$ cat config.mk
export PLATFORM = sky130hd
export DESIGN_NAME = arm_datapath
export DESIGN_NICKNAME = d
export VERILOG_FILES = /design/src/rtl/arm_datapath_pkg.sv /design/src/rtl/arm_regfile.sv /design/src/rtl/arm_datapath.sv
export SDC_FILE = /design/constraint.sdc
export NUM_CORES = 2
export LEC_CHECK = 0
export CAP_MARGIN = 40
export CORE_ASPECT_RATIO = 0.6
export CORE_MARGIN = 1
export CORE_UTILIZATION = 33
export CTS_CLUSTER_DIAMETER = 40
export CTS_CLUSTER_SIZE = 25
export DETAILED_ROUTE_END_ITERATION = 10
export DONT_BUFFER_PORTS = 1
export PLACE_DENSITY = 0.59
export SKIP_CTS_REPAIR_TIMING = 1
export SYNTH_ARGS = -nofsm -noshare
export SYNTH_HDL_FRONTEND = slang
export SYNTH_SLANG_ARGS = --single-unit
$ cat constraint.sdc
create_clock -name clk -period 64 [get_ports clk]
set_input_delay 12.8 -clock clk [delete_from_list [all_inputs] [get_ports clk]]
set_output_delay 12.8 -clock clk [all_outputs]
set_load 0.05 [all_outputs]
$ cat src/rtl/arm_datapath_pkg.sv
// Shared types and constants for the ARM-style execute datapath.
// Latency: n/a (types only). Backpressure: n/a.
// Holds ALU/shift opcode enums, NZCV bit positions and operand-source codes.
package arm_datapath_pkg;

    typedef enum logic [2:0] {
        ALU_ADD = 3'b000,
        ALU_SUB = 3'b001,
        ALU_AND = 3'b010,
        ALU_ORR = 3'b011,
        ALU_EOR = 3'b100,
        ALU_MOV = 3'b101,
        ALU_MVN = 3'b110,
        ALU_BIC = 3'b111
    } alu_op_e;

    typedef enum logic [1:0] {
        SH_LSL = 2'b00,
        SH_LSR = 2'b01,
        SH_ASR = 2'b10,
        SH_ROR = 2'b11
    } shift_op_e;

    localparam int FLAG_N = 31;
    localparam int FLAG_Z = 30;
    localparam int FLAG_C = 29;
    localparam int FLAG_V = 28;

    // Operand register (A/B) load sources; anything else selects the register file.
    localparam logic [1:0] SEL_IN_REG = 2'b00;
    localparam logic [1:0] SEL_IN_ALU = 2'b01;
    localparam logic [1:0] SEL_IN_PC  = 2'b10;

    localparam logic SEL_SHIFT_IN_REG = 1'b0;
    localparam logic SEL_SHIFT_IN_ALU = 1'b1;

    typedef struct packed {
        logic n;
        logic z;
        logic c;
        logic v;
    } flags_t;

    function automatic logic [31:0] pack_status(input flags_t f);
        logic [31:0] s;
        s         = '0;
        s[FLAG_N] = f.n;
        s[FLAG_Z] = f.z;
        s[FLAG_C] = f.c;
        s[FLAG_V] = f.v;
        return s;
    endfunction

endpackage

$ cat src/rtl/arm_regfile.sv
// 16x32 register file: two synchronous write ports (port 1 wins on collision), three comb reads.
// Latency: write visible one cycle after the edge; reads are combinational with no bypass.
// Backpressure: none, writes always accepted.
module arm_regfile
    import arm_datapath_pkg::*;
#(
    parameter int NREGS = 16,
    parameter int DW    = 32,
    parameter int AW    = $clog2(NREGS)
) (
    input  logic          clk,
    input  logic          rst,
    input  logic [AW-1:0] i_w_addr1,
    input  logic          i_w_en1,
    input  logic [DW-1:0] i_w_dat1,
    input  logic [AW-1:0] i_w_addr2,
    input  logic          i_w_en2,
    input  logic [DW-1:0] i_w_dat2,
    input  logic [AW-1:0] i_rd_addr_a,
    input  logic [AW-1:0] i_rd_addr_b,
    input  logic [AW-1:0] i_rd_addr_s,
    output logic [DW-1:0] o_rd_dat_a,
    output logic [DW-1:0] o_rd_dat_b,
    output logic [DW-1:0] o_rd_dat_s
);

    logic [DW-1:0] r_mem [NREGS];

    // Port 2 is applied first so that port 1 overrides it on an address collision.
    always_ff @(posedge clk or posedge rst) begin
        if (rst) begin
            for (int i = 0; i < NREGS; i++) begin
                r_mem[i] <= '0;
            end
        end else begin
            if (i_w_en2) begin
                r_mem[i_w_addr2] <= i_w_dat2;
            end
            if (i_w_en1) begin
                r_mem[i_w_addr1] <= i_w_dat1;
            end
        end
    end

    assign o_rd_dat_a = r_mem[i_rd_addr_a];
    assign o_rd_dat_b = r_mem[i_rd_addr_b];
    assign o_rd_dat_s = r_mem[i_rd_addr_s];

endmodule

$ cat src/rtl/arm_datapath.sv
// ARM-style execute datapath: regfile, A/B/S operand regs, barrel shifter, ALU, NZCV status.
// Latency: datapath_out is combinational from A/B/S; status_out registered on en_status.
// Backpressure: none. Optional SHIFTER_CARRY_EN routes the shifter carry into C for logical ops.
module arm_datapath
    import arm_datapath_pkg::*;
#(
    parameter int NREGS = 16,
    parameter int DW    = 32
) (
    input  logic          clk,
    input  logic          rst,
    input  logic [3:0]    w_addr1,
    input  logic          w_en1,
    input  logic [3:0]    w_addr2,
    input  logic          w_en2,
    input  logic [3:0]    A_addr,
    input  logic [3:0]    B_addr,
    input  logic [3:0]    shift_addr,
    input  logic [DW-1:0] PC,
    input  logic [1:0]    sel_A_in,
    input  logic [1:0]    sel_B_in,
    input  logic          sel_shift_in,
    input  logic          en_A,
    input  logic          en_B,
    input  logic          en_S,
    input  logic [DW-1:0] shift_imme,
    input  logic          sel_shift,
    input  logic [1:0]    shift_op,
    input  logic          sel_A,
    input  logic          sel_B,
    input  logic          sel_post_shift,
    input  logic [DW-1:0] imme_data,
    input  logic [2:0]    ALU_op,
    input  logic          en_status,
    output logic [DW-1:0] datapath_out,
    output logic [31:0]   status_out
);

    logic [DW-1:0] r_a;
    logic [DW-1:0] r_b;
    logic [DW-1:0] r_s;
    logic [31:0]   r_status;

    logic [DW-1:0] w_rd_a;
    logic [DW-1:0] w_rd_b;
    logic [DW-1:0] w_rd_s;
    logic [DW-1:0] w_res;
    logic [DW-1:0] w_shift;
    logic          w_sh_c;

    arm_regfile #(
        .NREGS(NREGS),
        .DW   (DW)
    ) u_regfile (
        .clk        (clk),
        .rst        (rst),
        .i_w_addr1  (w_addr1),
        .i_w_en1    (w_en1),
        .i_w_dat1   (w_res),
        .i_w_addr2  (w_addr2),
        .i_w_en2    (w_en2),
        .i_w_dat2   (w_shift),
        .i_rd_addr_a(A_addr),
        .i_rd_addr_b(B_addr),
        .i_rd_addr_s(shift_addr),
        .o_rd_dat_a (w_rd_a),
        .o_rd_dat_b (w_rd_b),
        .o_rd_dat_s (w_rd_s)
    );

    always_ff @(posedge clk or posedge rst) begin
        if (rst) begin
            r_a <= '0;
            r_b <= '0;
            r_s <= '0;
        end else begin
            if (en_A) begin
                case (sel_A_in)
                    SEL_IN_ALU: r_a <= w_res;
                    SEL_IN_PC:  r_a <= PC;
                    default:    r_a <= w_rd_a;
                endcase
            end
            if (en_B) begin
                case (sel_B_in)
                    SEL_IN_ALU: r_b <= w_res;
                    SEL_IN_PC:  r_b <= PC;
                    default:    r_b <= w_rd_b;
                endcase
            end
            if (en_S) begin
                if (!sel_shift) begin
                    r_s <= shift_imme;
                end else if (sel_shift_in == SEL_SHIFT_IN_ALU) begin
                    r_s <= w_res;
                end else begin
                    r_s <= w_rd_s;
                end
            end
        end
    end

    // Shifts run on a double-width vector so the bit just past the result is the carry-out
    // and amounts of 32..255 saturate naturally.
    logic [7:0]      w_amt;
    logic [2*DW-1:0] w_lsl;
    logic [2*DW-1:0] w_lsr;
    logic [2*DW-1:0] w_asr;
    logic [2*DW-1:0] w_ror;

    assign w_amt = r_s[7:0];
    assign w_lsl = {{DW{1'b0}}, r_b} << w_amt;
    assign w_lsr = {r_b, {DW{1'b0}}} >> w_amt;
    assign w_asr = $signed({r_b, {DW{1'b0}}}) >>> w_amt;
    assign w_ror = {r_b, r_b} >> w_amt[4:0];

    always_comb begin
        w_shift = r_b;
        w_sh_c  = r_status[FLAG_C];
        if (w_amt != 8'd0) begin
            case (shift_op_e'(shift_op))
                SH_LSL: begin
                    w_shift = w_lsl[DW-1:0];
                    w_sh_c  = w_lsl[DW];
                end
                SH_LSR: begin
                    w_shift = w_lsr[2*DW-1:DW];
                    w_sh_c  = w_lsr[DW-1];
                end
                SH_ASR: begin
                    w_shift = w_asr[2*DW-1:DW];
                    w_sh_c  = w_asr[DW-1];
                end
                SH_ROR: begin
                    w_shift = w_ror[DW-1:0];
                    w_sh_c  = r_b[DW-1];
                end
                default: begin
                    w_shift = r_b;
                end
            endcase
        end
    end

    logic [DW-1:0] w_alu_a;
    logic [DW-1:0] w_alu_b;
    logic [DW-1:0] w_post;
    logic [DW:0]   w_sum;
    logic          w_c;
    logic          w_v;
    logic          w_logic_c;
    logic          w_unused;
    flags_t        w_flags;

    assign w_post  = sel_post_shift ? r_b : w_shift;
    assign w_alu_a = sel_A ? '0 : r_a;
    assign w_alu_b = sel_B ? imme_data : w_post;

`ifdef SHIFTER_CARRY_EN
    assign w_logic_c = w_sh_c;
    assign w_unused  = ^{r_s[DW-1:8], w_lsl[2*DW-1:DW+1], w_lsr[DW-2:0],
                         w_asr[DW-2:0], w_ror[2*DW-1:DW]};
`else
    assign w_logic_c = 1'b0;
    assign w_unused  = ^{r_s[DW-1:8], w_lsl[2*DW-1:DW+1], w_lsr[DW-2:0],
                         w_asr[DW-2:0], w_ror[2*DW-1:DW], w_sh_c};
`endif

    // SUB is A + ~B + 1, so C reads as "no borrow".
    always_comb begin
        w_sum = '0;
        w_res = '0;
        w_c   = w_logic_c;
        w_v   = 1'b0;
        case (alu_op_e'(ALU_op))
            ALU_ADD: begin
                w_sum = {1'b0, w_alu_a} + {1'b0, w_alu_b};
                w_res = w_sum[DW-1:0];
                w_c   = w_sum[DW];
                w_v   = (w_alu_a[DW-1] == w_alu_b[DW-1]) && (w_res[DW-1] != w_alu_a[DW-1]);
            end
            ALU_SUB: begin
                w_sum = {1'b0, w_alu_a} + {1'b0, ~w_alu_b} + {{DW{1'b0}}, 1'b1};
                w_res = w_sum[DW-1:0];
                w_c   = w_sum[DW];
                w_v   = (w_alu_a[DW-1] != w_alu_b[DW-1]) && (w_res[DW-1] != w_alu_a[DW-1]);
            end
            ALU_AND: w_res = w_alu_a & w_alu_b;
            ALU_ORR: w_res = w_alu_a | w_alu_b;
            ALU_EOR: w_res = w_alu_a ^ w_alu_b;
            ALU_MOV: w_res = w_alu_b;
            ALU_MVN: w_res = ~w_alu_b;
            ALU_BIC: w_res = w_alu_a & ~w_alu_b;
            default: w_res = '0;
        endcase
    end

    assign w_flags.n = w_res[DW-1];
    assign w_flags.z = (w_res == '0);
    assign w_flags.c = w_c;
    assign w_flags.v = w_v;

    always_ff @(posedge clk or posedge rst) begin
        if (rst) begin
            r_status <= '0;
        end else if (en_status) begin
            r_status <= pack_status(w_flags);
        end
    end

    assign datapath_out = w_res;
    assign status_out   = r_status;

endmodule

* Word level (Yosys, flattened, before mapping)
Cells that the tools add are included.
Storage, ports and cells: bits in registers 588, input port bits 138, output and inout port bits 64, word-level logic and storage cells 99
Cells by class: $add $sub $neg 3, magnitude comparators 7, equal/unequal tests 18, shifts and indexed selects 4, mux-type cells 29, bitwise logic cells 10, reduce and logical (&&, ||, !) cells 8
Operators by type and width (count):
- $bwmux W512 | 2
- $mux W512 | 2
- $bmux W32 S4 | 3
- $mux W32 | 10
- $demux W32 S4 | 2
- $pmux W32 S8 | 1
- $pmux W32 S2 | 2
- $pmux W32 S4 | 1
- $add A32 B32 Y33 | 2
- $and A32 B32 Y32 | 2
- $shr A64 B5 Y32 | 1
- $shr A64 B8 Y64 | 1
- $sshr A64 B8 Y64 | 1
- $add A33 B1 Y33 const B | 1
- $logic_not A32 Y1 | 1
- $mux W8 | 4
- $not A32 Y32 | 1
- $or A32 B32 Y32 | 1
- $shl A32 B8 Y32 | 1
- $xor A32 B32 Y32 | 1
- $ge A5 B5 Y1 const B | 5
- $not A4 Y5 | 5
- $eq A3 B3 Y1 const B | 4
- $lt A5 B1 Y1 const B | 2
- other kinds (11) | 23

* Logic depth before layout (Yosys ltp)
depth in word-level cells 11, depth in mapped cells 34

* By module
A second synthesis with hierarchy kept.
Second synthesis, totals: cells, all modules 6764, area total of the unflattened synthesis 58237.1 µm²
By module, submodules not included:
- arm_regfile | instances 1, cells each 3952, area each 37310.8 µm², sequential area each 12812.3 µm²
- arm_datapath | instances 1, cells each 2812, area each 20926.3 µm², sequential area each 1901.8 µm²

* Worst setup path after synthesis
OpenSTA, ideal clock, no wires.
path kind input-to-output, start point input port shift_op[0], end point output port datapath_out[31], data arrival time 17.972 ns, data required time 51.200 ns, slack 33.228 ns, cell stages on the path 25, buffers on the path 4, path through clkbuf_1 > or4_1 > nor3_1 > a21oi_1 > o2111ai_1 > nor4b_1 > o31ai_1 > ha_1 > clkbuf_1 > a21o_1 > a21o_1 > a221o_1 > a31o_2 > a221oi_1 > a2111o_1 > a31oi_1 > a21o_1 > a21oi_1 > o31ai_1 > xor2_1 > nor3_1 > o22a_1 > buf_2 > inv_1 > buf_4
RTL lines:
- start: declaration | line arm_datapath.sv:28 | input logic [1:0] shift_op,
- end: declaration | line arm_datapath.sv:35 | output logic [DW-1:0] datapath_out,

* Worst setup path in the final report
start point input port shift_op[0], end point output port datapath_out[30]
Between the ends: cells in the longest elaborated chain, start to end 9
RTL lines:
- $eq A2 B2 Y1 (tied with other cells) | line arm_datapath.sv:121 | case (shift_op_e'(shift_op))
- $pmux W32 S4 (*) | line arm_datapath.sv:121
- $mux W32 (*) | line arm_datapath.sv:120 | if (w_amt != 8'd0) begin
- $mux W32 (*) | line arm_datapath.sv:155 | assign w_post = sel_post_shift ? r_b : w_shift;
- $mux W32 (*) | line arm_datapath.sv:157 | assign w_alu_b = sel_B ? imme_data : w_post;
- $not A32 Y32 | line arm_datapath.sv:183, arm_datapath.sv:192, arm_datapath.sv:193
- $add A32 B32 Y33 | line arm_datapath.sv:183 | w_sum = {1'b0, w_alu_a} + {1'b0, ~w_alu_b} + {{DW{1'b0}}, 1'b1};
- $add A33 B1 Y33 | line arm_datapath.sv:183
- $pmux W32 S8 (*) | line arm_datapath.sv:175 | case (alu_op_e'(ALU_op))
Every way passes the cells marked *; elsewhere a longest branch is shown, timed or not.

==> flow_metrics.env <==
export IMPL_status="completed"
export IMPL_yosysSeqAreaShare_pct=28.55
export IMPL_fin_ws_ps=31120
export IMPL_place_detailed_hpwl_mm=189.1
export IMPL_fin_crit_sh_pct=51.37
export IMPL_die_h_um=308.1
export IMPL_grt_remaining_overflow=0
export IMPL_critical_path_top_delay_family="compound AO/OA/AOI/OAI gates"
export IMPL_ir_worst_vdd_mv=0.02217
export IMPL_grt_pass1_vias=48090
export IMPL_synth_seq_cells=588
export IMPL_drive_gt1_share_pct=18.65
export IMPL_cp_num_buf_inv=4
export IMPL_clk_latency_ps=680
export IMPL_drtIter0Drc=9093
export IMPL_max_cap_violations=0
export IMPL_synth_compound_gate_area_share_pct=23.30
export IMPL_synth_edf_count=0
export IMPL_io_buffer_count=0
export IMPL_synth_top_family_by_area="multiplexers"
export IMPL_io_pin_count=202
export IMPL_cts_max_level=2
export IMPL_antenna_found_initial=23
export IMPL_yosys_area_share_simple_pct=14.37
export IMPL_period_needed_ps=32880
export IMPL_area_delta_synth_final_pct=9.538
export IMPL_synth_xor_area_share_pct=0.3399
export IMPL_worst_pin_slew_ps=1040
export IMPL_synth_avg_cell_area_um2=8.979
export IMPL_cp_arrival_ps=20080
export IMPL_die_area_mm2=0.1578
export IMPL_firstDrtPassIters=9
export IMPL_cp_max_fo=19
export IMPL_hold_viol_final=0
export IMPL_final_core_util_pct=36.68
export IMPL_synth_cell_types=100
export IMPL_cts_buffers_inserted=54
export IMPL_clkSinkCount=588
export IMPL_endpoint_kind="output port"
export IMPL_drv_slew=0
export IMPL_pre_cts_slack_ps=31430
export IMPL_wirelength_mm=272.7
export IMPL_syn_inst=5739
export IMPL_grt_use_total_pct=33.57
export IMPL_critPathRequiredTime_ps=51200
export IMPL_clock_skew_ps=35.70
export IMPL_hold_path_class="reg2reg"
export IMPL_final_cell_mix="720 x nand2_1, 584 x dfrtp_1, 463 x o21ai_0"
export IMPL_die_w_um=512.1
export IMPL_slowest_delay_ps=860
export IMPL_slew_headroom_pct=29.75
export IMPL_rsz0062_at_grt="no"
export IMPL_cp_start_kind="input port"
export IMPL_setup_viol=0
export IMPL_clkTransAtPathRegs_ps=80
export IMPL_clk_path_buf_depth=3
export IMPL_worst_setup_path_type="in2out"
export IMPL_yosysWarnings=0
export IMPL_cts_root_buf="clkbuf_16"
export IMPL_cts_tree="built"
export IMPL_grt_pass1_wl_mm=380.3
export IMPL_wl_per_cell_um=36.35
export IMPL_synth_mux_area_share_pct=24.55
export IMPL_crit_chain="or4_1, nor3_1, a222oi_1, and3_1, a41oi_1, a21oi_1, inv_1, ha_1, and3_1, o21ai_0, a2111oi_0, buf_4, o2111ai_1, a31oi_1, a31oi_1, o21ai_0, a21oi_1, o21bai_1, nor2_1, nor3_1, o41ai_1, o21ai_1, buf_4, inv_1"
export IMPL_gp_congestion=1.044
export IMPL_vias_per_cell=6.954
export IMPL_fin_tns_setup_ps=0
export IMPL_nNetsFinal=5645
export IMPL_power_density_mw_per_mm2=35.31
export IMPL_final_common_cell="nand2_1"
export IMPL_grt_max_degree=152
export IMPL_placementRows=111
export IMPL_netlist_area_mm2=0.05153
export IMPL_drc_errors=0
export IMPL_start_util_pct=33.49
export IMPL_ant_nets=0
export IMPL_leakage_nw=21.22
export IMPL_worst_path_max_delay_cell="or4_1"
export IMPL_ys_flop_type="dfrtp_1"
export IMPL_synthAdderAreaFrac_pct=2.263
export IMPL_vias=52170
export IMPL_synth_async_reset_ratio_pct=100.0
export IMPL_core_area_mm2=0.1539
export IMPL_max_clock_freq_mhz=30.41
## worst paths after layout
check                                   start                             end  slack [ps]  cells after the start
max in group asynchronous                 rst  u_regfile.r_mem[118]$_DFF_PP0_       49700                      6
min in group asynchronous                 rst  u_regfile.r_mem[483]$_DFF_PP0_       12100                      1
max reg2reg                r_s[0]$_DFFE_PP0P_      status_out[30]$_DFFE_PP0P_       53710                     25
max                               shift_op[0]                datapath_out[30]       31120                     24
min reg2reg                r_a[2]$_DFFE_PP0P_              r_a[2]$_DFFE_PP0P_         510                      2
min                        r_a[2]$_DFFE_PP0P_              r_a[2]$_DFFE_PP0P_         510                      2
## per-stage QoR
step,cells,area [µm²],hold WS (ps),power (mW)
2_1_floorplan,5766,51630,441.9,1.203
3_3_place_gp,7325,53260,468.1,1.520
3_5_place_dp,7386,54390,479.4,1.557
4_1_cts,7486,56370,502.5,1.935
5_1_grt,7497,56430,526.4,2.047
6_report,7502,56440,510.7,1.993
## state kept, by name (all words and copies together), names as in the netlist
signal           count
status_out           4
u_regfile.r_mem    512
r_b                 32
r_a                 32
r_s                  8
## layout make-up
| cell class | instances | area (µm²) |
|---|---|---|
| clock buffers | 59 | 1401 |
| inverters | 154 | 585.6 |
| clock inverters | 41 | 579.3 |
| multi-input cells | 4366 | 34020 |
| diodes | 9 | 22.52 |
| fillers | 15400 | 97440 |
| repair buffers | 251 | 2562 |
| well taps | 2034 | 2545 |
| flip-flops and latches | 588 | 14730 |
## routing by layer
| metal | up-vias | routed length, µm | global-route usage, % |
|---|---|---|---|
| met5 | - | 96 | 0 |
| met4 | 18 | 11170 | 11.91 |
| met3 | 634 | 46660 | 16.46 |
| met2 | 4284 | 105300 | 44.33 |
| met1 | 26270 | 109400 | 46.51 |
| li1 | 20960 | - | - |
## synth_stat cells (all sizes together), types with 18 or more instances
cell / instances / area, µm²
nand2: 720 / 2703
dfrtp: 588 / 14710
nor2: 480 / 1804
o21ai: 476 / 2382
clkbuf: 469 / 1765
mux4: 437 / 9842
a21oi: 394 / 1979
o211ai: 218 / 1637
buf: 189 / 1062
mux2i: 177 / 1772
a211oi: 171 / 1294
inv: 150 / 563.0
a31oi: 96 / 600.6
mux2: 92 / 1036
ha: 90 / 1126
nor3: 84 / 420.4
nand3: 79 / 395.4
a22oi: 64 / 480.5
nand2b: 60 / 375.4
and3: 59 / 369.1
o22ai: 56 / 350.3
or3: 39 / 244.0
nor2b: 33 / 206.5
o221ai: 33 / 289.0
a221oi: 27 / 284.0
o21a: 26 / 195.2
a21o: 23 / 172.7
or2: 23 / 143.9
and2: 21 / 131.4
nor4: 21 / 143.9
o31ai: 20 / 150.1
xnor2: 18 / 157.7
## worst min-delay path, delay by kind of cell, from the launching register on
| family | cells | cell delay, ps |
|---|---|---|
| DFF | 1 | 350 |
| and+or+nand+nor | 1 | 50 |
| AOI/OAI and AO/OA | 1 | 70 |
## power by group
group	switching [mW]	leakage, nW	total [mW]	internal, mW
clock network	0.182	0.958	0.380	0.198
registers	0.117	7.26	0.605	0.488
logic	0.616	13.0	1.01	0.393
total	0.915	21.2	1.99	1.08
## kinds of logic after synthesis
| logic type | Yosys count |
|---|---|
| AND/OR/NAND/NOR | 1676 |
| AO/OA/AOI/OAI | 1844 |
| multiplexers | 706 |
| adder cells (fa/ha/maj) | 92 |
| XOR/XNOR | 20 |
| other | 1 |
| flip-flops | 588 |
| buffers and inverters | 812 |
Note: power is estimated with default switching activity, not from simulation.
